## src/rtl/stopwatch_ctrl.sv

```systemverilog
// ---------------------------------------------------------------------------
// stopwatch_ctrl
//
// Control sequencer for the stopwatch datapath. Synchronises and debounces
// the raw start/stop, lap and clear buttons, runs the stopwatch state
// machine and produces the gated seconds tick, the counter clear pulse and
// the lap display-freeze controls.
//
// Ports:
//   clock_100Mhz  in   system clock, rising edge
//   reset         in   asynchronous, active-low reset
//   btn_start     in   raw start/stop button (async, active-high)
//   btn_lap       in   raw lap button (async, active-high)
//   btn_clear     in   raw clear button (async, active-high)
//   sec_tick      out  one-cycle count-enable pulse to the seconds counter
//   count_clear   out  one-cycle clear pulse to all time counters
//   run           out  high in RUNNING or LAP
//   lap_freeze    out  high in LAP (display shows the latched snapshot)
//   lap_capture   out  one-cycle pulse on entry to LAP
//   state         out  IDLE=00, RUNNING=01, PAUSED=10, LAP=11
// ---------------------------------------------------------------------------
module stopwatch_ctrl #(
    parameter int TICK_DIV        = 100000000,
    parameter int DEBOUNCE_CYCLES = 1000000
) (
    input  logic       clock_100Mhz,
    input  logic       reset,
    input  logic       btn_start,
    input  logic       btn_lap,
    input  logic       btn_clear,
    output logic       sec_tick,
    output logic       count_clear,
    output logic       run,
    output logic       lap_freeze,
    output logic       lap_capture,
    output logic [1:0] state
);

    localparam int PW = (TICK_DIV > 2) ? $clog2(TICK_DIV) : 1;
    localparam int CW = $clog2(DEBOUNCE_CYCLES + 1);
    localparam logic [PW-1:0] PRESC_MAX = PW'(TICK_DIV - 1);
    localparam logic [CW-1:0] DB_LIMIT  = CW'(DEBOUNCE_CYCLES);

    // Button lane indices inside the 3-bit vectors below.
    localparam int B_START = 0;
    localparam int B_LAP   = 1;
    localparam int B_CLEAR = 2;

    typedef enum logic [1:0] {
        ST_IDLE    = 2'b00,
        ST_RUNNING = 2'b01,
        ST_PAUSED  = 2'b10,
        ST_LAP     = 2'b11
    } state_t;

    logic [2:0]    sync1_q, sync1_d;
    logic [2:0]    sync2_q, sync2_d;
    logic [2:0]    db_lvl_q, db_lvl_d;
    logic [CW-1:0] db_cnt_q [3];
    logic [CW-1:0] db_cnt_d [3];
    logic [2:0]    press_q, press_d;
    state_t        state_q, state_d;
    logic [PW-1:0] presc_q, presc_d;
    logic          tick_q, tick_d;
    logic          clear_q, clear_d;
    logic          capture_q, capture_d;
    logic          run_now, run_next;

    // Synchroniser and debounce. The counter measures how long the
    // synchronised level has disagreed with the accepted level; any agreement
    // restarts it, so only an uninterrupted run of DEBOUNCE_CYCLES counts.
    always_comb begin
        sync1_d  = {btn_clear, btn_lap, btn_start};
        sync2_d  = sync1_q;
        db_lvl_d = db_lvl_q;
        for (int i = 0; i < 3; i++) begin
            db_cnt_d[i] = '0;
            if (sync2_q[i] != db_lvl_q[i]) begin
                if (db_cnt_q[i] + CW'(1) == DB_LIMIT) begin
                    db_lvl_d[i] = sync2_q[i];
                end else begin
                    db_cnt_d[i] = db_cnt_q[i] + CW'(1);
                end
            end
        end
        // Press events fire on rising debounced levels only.
        press_d = db_lvl_d & ~db_lvl_q;
    end

    // State machine: only the highest-priority event of a cycle is looked
    // at (clear > start > lap); an ignored winner still swallows the others.
    always_comb begin
        state_d   = state_q;
        clear_d   = 1'b0;
        capture_d = 1'b0;
        if (press_q[B_CLEAR]) begin
            case (state_q)
                ST_IDLE:   clear_d = 1'b1;
                ST_PAUSED: begin
                    state_d = ST_IDLE;
                    clear_d = 1'b1;
                end
                default: ;
            endcase
        end else if (press_q[B_START]) begin
            case (state_q)
                ST_IDLE, ST_PAUSED:  state_d = ST_RUNNING;
                ST_RUNNING, ST_LAP:  state_d = ST_PAUSED;
                default: ;
            endcase
        end else if (press_q[B_LAP]) begin
            case (state_q)
                ST_RUNNING: begin
                    state_d   = ST_LAP;
                    capture_d = 1'b1;
                end
                ST_LAP:  state_d = ST_RUNNING;
                default: ;
            endcase
        end
    end

    // Prescaler advances only on edges that start and end in a running
    // state: the resume edge and the pause edge both hold it, which keeps
    // the partial second intact and suppresses a tick due on the leave edge.
    always_comb begin
        run_now  = (state_q == ST_RUNNING) || (state_q == ST_LAP);
        run_next = (state_d == ST_RUNNING) || (state_d == ST_LAP);
        presc_d  = presc_q;
        tick_d   = 1'b0;
        if (state_d == ST_IDLE) begin
            presc_d = '0;
        end else if (run_now && run_next) begin
            if (presc_q == PRESC_MAX) begin
                presc_d = '0;
                tick_d  = 1'b1;
            end else begin
                presc_d = presc_q + PW'(1);
            end
        end
    end

    always_ff @(posedge clock_100Mhz or negedge reset) begin
        if (!reset) begin
            sync1_q   <= '0;
            sync2_q   <= '0;
            db_lvl_q  <= '0;
            for (int i = 0; i < 3; i++) begin
                db_cnt_q[i] <= '0;
            end
            press_q   <= '0;
            state_q   <= ST_IDLE;
            presc_q   <= '0;
            tick_q    <= 1'b0;
            clear_q   <= 1'b0;
            capture_q <= 1'b0;
        end else begin
            sync1_q   <= sync1_d;
            sync2_q   <= sync2_d;
            db_lvl_q  <= db_lvl_d;
            for (int i = 0; i < 3; i++) begin
                db_cnt_q[i] <= db_cnt_d[i];
            end
            press_q   <= press_d;
            state_q   <= state_d;
            presc_q   <= presc_d;
            tick_q    <= tick_d;
            clear_q   <= clear_d;
            capture_q <= capture_d;
        end
    end

    assign sec_tick    = tick_q;
    assign count_clear = clear_q;
    assign lap_capture = capture_q;
    assign run         = (state_q == ST_RUNNING) || (state_q == ST_LAP);
    assign lap_freeze  = (state_q == ST_LAP);
    assign state       = state_q;

endmodule

```

## config.mk

```make
export PLATFORM = sky130hd
export DESIGN_NAME = stopwatch_ctrl
export DESIGN_NICKNAME = d
export VERILOG_FILES = /design/src/rtl/stopwatch_ctrl.sv
export SDC_FILE = /design/constraint.sdc
export NUM_CORES = 1
export LEC_CHECK = 0
export BUFFER_PORTS_ARGS = -buffer_cell sky130_fd_sc_hd__buf_2
export CORE_ASPECT_RATIO = 0.75
export CORE_MARGIN = 2
export CORE_UTILIZATION = 55
export CTS_CLUSTER_DIAMETER = 120
export CTS_CLUSTER_SIZE = 20
export DETAILED_ROUTE_END_ITERATION = 10
export GPL_TIMING_DRIVEN = 0
export MAX_ROUTING_LAYER = met4
export PLACE_DENSITY_LB_ADDON = 0.3
export SETUP_SLACK_MARGIN = 0.4
export SLEW_MARGIN = 15
export SYNTH_ARGS = -nofsm -noshare
export SYNTH_HDL_FRONTEND = slang
export SYNTH_SLANG_ARGS = --single-unit
```

## constraint.sdc

```tcl
create_clock -name clock_100Mhz -period 2.68 [get_ports clock_100Mhz]
set_clock_uncertainty 0.2 [all_clocks]
set_input_delay 0.268 -clock clock_100Mhz [delete_from_list [all_inputs] [get_ports clock_100Mhz]]
set_output_delay 0.268 -clock clock_100Mhz [all_outputs]
set_load 0.005 [all_outputs]
```

==> impl_metrics.csv <==
group,metric,value,unit
critical_path,max_stage_delay,0.57,ns
power,power.total,3.12,mW
global_routing,grt_pass1_wl,27500,um
power,vdd_drop_max,275,uV
cells_and_area,design_area,8960,sq um
power,p_leak,3.74,nW
global_routing,grt_usage,31.2,%
critical_path,start_kind,"flop",
critical_path,critPathRequiredTime,2.72,ns
sta,rsz0062_at_grt,"yes",
cells_and_area,syn_to_final_growth,51.1,%
sta,hold_ws,0.171,ns
run_status,outcome,"finished with violations",
die,die_w,124,um
critical_path,reg2reg_to,"db_lvl_q[1]",
synthesis,ys_warn_count,0,
critical_path,cpMostUsedCell,"or4_4",
cells_and_area,final_util,86.1,%
cells_and_area,nets,842,
die,core,10400,sq um
synthesis,ys_seq_area_share,43.9,%
place,detailed_place_hpwl,9570,um
flow_run,drv_cap,0,
critical_path,crit_cells,7,
cells_and_area,fill_cells,461,
place,place.port_buffers,11,
clock_tree,cts_tree,"yes",
synthesis,async_flop_share,100,%
routing,via_per_inst,6.69,
cells_and_area,layout-drive-gt1-share,44.5,%
synthesis,avgSynthCellArea,8.92,sq um
critical_path,cp_cell_sequence,"buf_6 -> nand4_1 -> or4_4 -> and2_4 -> a211o_1 -> or4_4 -> mux2_4",
critical_path,arrival,2.88,ns
die,dieArea,11600,sq um
routing,ant_nets,0,
clock_tree,clkLatencyLatePin,0.36,ns
synthesis,synth_edf_count,0,
critical_path,reg2regPathDepth,7,
global_routing,grt.overflow.total,0,
place,place_area,6400,sq um
clock_tree,clkSinkCount,104,
global_routing,grt_pass1_vias,5577,
routing,drt_iter0_drc,722,
global_routing,grt_max_degree,55,
sta,worst_slack,-0.169,ns
global_routing,antenna_found_initial,0,
place,globalplace.congestion,0.926,
run_status,violations,"setup timing",
routing,drt-total-wl,22100,um
die,die_h,93.9,um
synthesis,syn-cell-area,5930,sq um
clock_tree,cts_htree_levels,3,
sta,hold_viol,0,
synthesis,syn_inst,665,
cells_and_area,antenna_cells,0,
critical_path,crit_family,"simple AND/OR/NAND/NOR gates",
critical_path,crit_start,"db_cnt_q[20]",
critical_path,critical_path_class,"flop to flop",
clock_tree,clkTransAtPathRegs,0.08,ns
cells_and_area,multi_input_area,4210,sq um
sta,drv_slew,0,
sta,layout_min_cycle_time,2.85,ns
sta,fin_setup_tns,-1.41,ns
critical_path,rrSetupSlack,-0.17,ns
synthesis,synth_flop_cell,"dfrtp_1",
critical_path,slowest_stage,"or4_4",
clock_tree,numCtsBuffers,9,
routing,drc,0,
critical_path,crit_path_end,"db_lvl_q[1]",
die,ios,12,
die,row_count,32,
sta,setup_viol,22,
die,start_util,57.0,%
synthesis,syn-num-nets,681,
critical_path,rr_startpoint,"db_cnt_q[20]",
sta,fmax,0.351,GHz
critical_path,cp-end-kind,"flop",
clock_tree,clockRootBuffer,"clkbuf_16",
clock_tree,clock_path_buffers,2,
cells_and_area,layout.area.seq,2630,sq um
sta,worst_pin_slew,1.00,ns
min_path,min_path_type,"flop to flop",
routing,first_pass_iters,6,
critical_path,path_buf_inv,1,
sta,min_period_over_period,106,%
synthesis,synth_cell_types,58,
power,power.density,348,nW/um^2
routing,via_count,6469,
sta,max_slew_margin,33.0,%
synthesis,ys_ff_latch,104,
routing,wl_per_cell,22.8,um
critical_path,path_max_fanout,4,
flip-flops by register name, summed over array words and instances (netlist names):
signal and count:
db_cnt_q 60, presc_q 27, db_lvl_q 3, press_q 3
sync1_q 3, sync2_q 3, state 2, count_clear 1
lap_capture 1, sec_tick 1
logic make-up after synthesis:
family          share of synthesized area [%]
simple gates                             29.5
mux                                      2.36
flops                                    43.9
buf+inv                                  3.44
compound gates                           10.1
xor+xnor                                 8.42
fa+ha+maj                                2.32
synthesized netlist by cell type (2+ instances only):
| cell type | instances | share of area (%) |
|---|---|---|
| nor2b_1 | 5 | 0.53 |
| and3b_1 | 2 | 0.30 |
| a21o_1 | 4 | 0.51 |
| dfrtp_1 | 104 | 44 |
| o31ai_1 | 3 | 0.38 |
| nor3_1 | 51 | 4.3 |
| o21bai_1 | 2 | 0.25 |
| and2_1 | 10 | 1.1 |
| a21oi_1 | 17 | 1.4 |
| nand2_1 | 48 | 3.0 |
| or3_1 | 8 | 0.84 |
| a211oi_1 | 3 | 0.38 |
| buf_2 | 4 | 0.34 |
| nor4_2 | 2 | 0.42 |
| mux2_2 | 4 | 0.76 |
| o21a_1 | 2 | 0.25 |
| or4_1 | 6 | 0.76 |
| o41ai_1 | 2 | 0.30 |
| nand4_1 | 30 | 3.2 |
| and3_1 | 12 | 1.3 |
| a22o_1 | 3 | 0.44 |
| o211ai_1 | 3 | 0.38 |
| a31oi_1 | 4 | 0.42 |
| nor3b_1 | 7 | 0.89 |
| a211o_1 | 2 | 0.30 |
| nor4_1 | 17 | 1.8 |
| inv_1 | 20 | 1.3 |
| nand3_1 | 42 | 3.5 |
| xor2_1 | 21 | 3.1 |
| and4b_1 | 2 | 0.34 |
| mux2i_1 | 8 | 1.3 |
| a21boi_0 | 2 | 0.25 |
| xnor2_1 | 36 | 5.3 |
| ha_1 | 11 | 2.3 |
| or2_2 | 4 | 0.42 |
| nor4b_1 | 2 | 0.30 |
| o21ai_0 | 38 | 3.2 |
| and4_1 | 4 | 0.59 |
| nor2_1 | 65 | 4.1 |
| clkbuf_1 | 29 | 1.8 |
| nand2b_1 | 9 | 0.95 |
cell usage in the layout, fill, tap and decap left out, drive strengths merged, types with 21 or more instances in the layout:
cell type / n
buf: 157
nor3: 51
xor2: 21
inv: 24
o21ai: 38
nand2: 48
nand3: 42
xnor2: 36
clkbuf: 33
nor2: 65
dfrtp: 104
nand4: 31
worst reg2reg max path, delay by kind of cell (launching register included):
kind                   cells  cell delay [ns]
and+or+nand+nor            4             1.39
DFF                        1             0.44
muxes                      1             0.33
AOI/OAI and AO/OA          1             0.26
buffers and inverters      1             0.12
layer usage:
metal / vias up / share of wire, % / wire, um / GRT usage [%]
li1: 2719 / - / - / -
met1: 3105 / 38 / 8280 / 40.5
met2: 484 / 48 / 10600 / 49.7
met3: 161 / 9.4 / 2090 / 6.80
met4: 0 / 5.2 / 1140 / 8.90
met5: - / 0 / 0 / -
area by class of cell:
class / count / area share (%)
tap: 136 / 1.90
sequential: 104 / 29.4
clock buffer: 11 / 2.71
inverter: 20 / 0.865
buffer: 33 / 3.88
timing repair buffer: 150 / 13.8
multi-input combinational: 508 / 47.0
clock inverter: 5 / 0.502
how the worst min path moves through the flow:
stage,startpoint,end,slack [ns],cells after the start
after global routing,sync1_q[2],sync2_q[2],0.18,0
after CTS,sync1_q[0],sync2_q[0],0.15,0
after floorplan,reset,count_clear,-0.23,0
after detailed placement,reset,db_cnt_q[26],0.05,1
final,sync1_q[2],sync2_q[2],0.17,0
after global placement,sync1_q[0],sync2_q[0],0.14,0
through the flow:
step | std cells | setup slack, ns
2_1_floorplan | 665 | 0.0182
3_3_place_gp | 812 | -0.330
3_5_place_dp | 813 | -0.338
4_1_cts | 914 | -0.0187
5_1_grt | 967 | -0.216
6_report | 967 | -0.169
report_power, final:
group          total (mW)  switching [mW]  leakage (nW)  internal (mW)
Combinational       0.181           0.105          2.21         0.0756
Clock                1.32           0.649         0.139          0.675
Sequential           1.61          0.0262          1.39           1.58
Total                3.12           0.781          3.74           2.34
timing repair:
action / 4_1_cts / 5_1_grt
setup buffers: 79 / 49
gates resized for setup: 147 / 166
endpoints found under the hold margin: 56 / 0
gates cloned: 2 / 4
hold buffers: 4 / 0
endpoints found under the setup margin: 76 / 75
pin swaps: 48 / 59
Power figures use the tool's default switching activity.
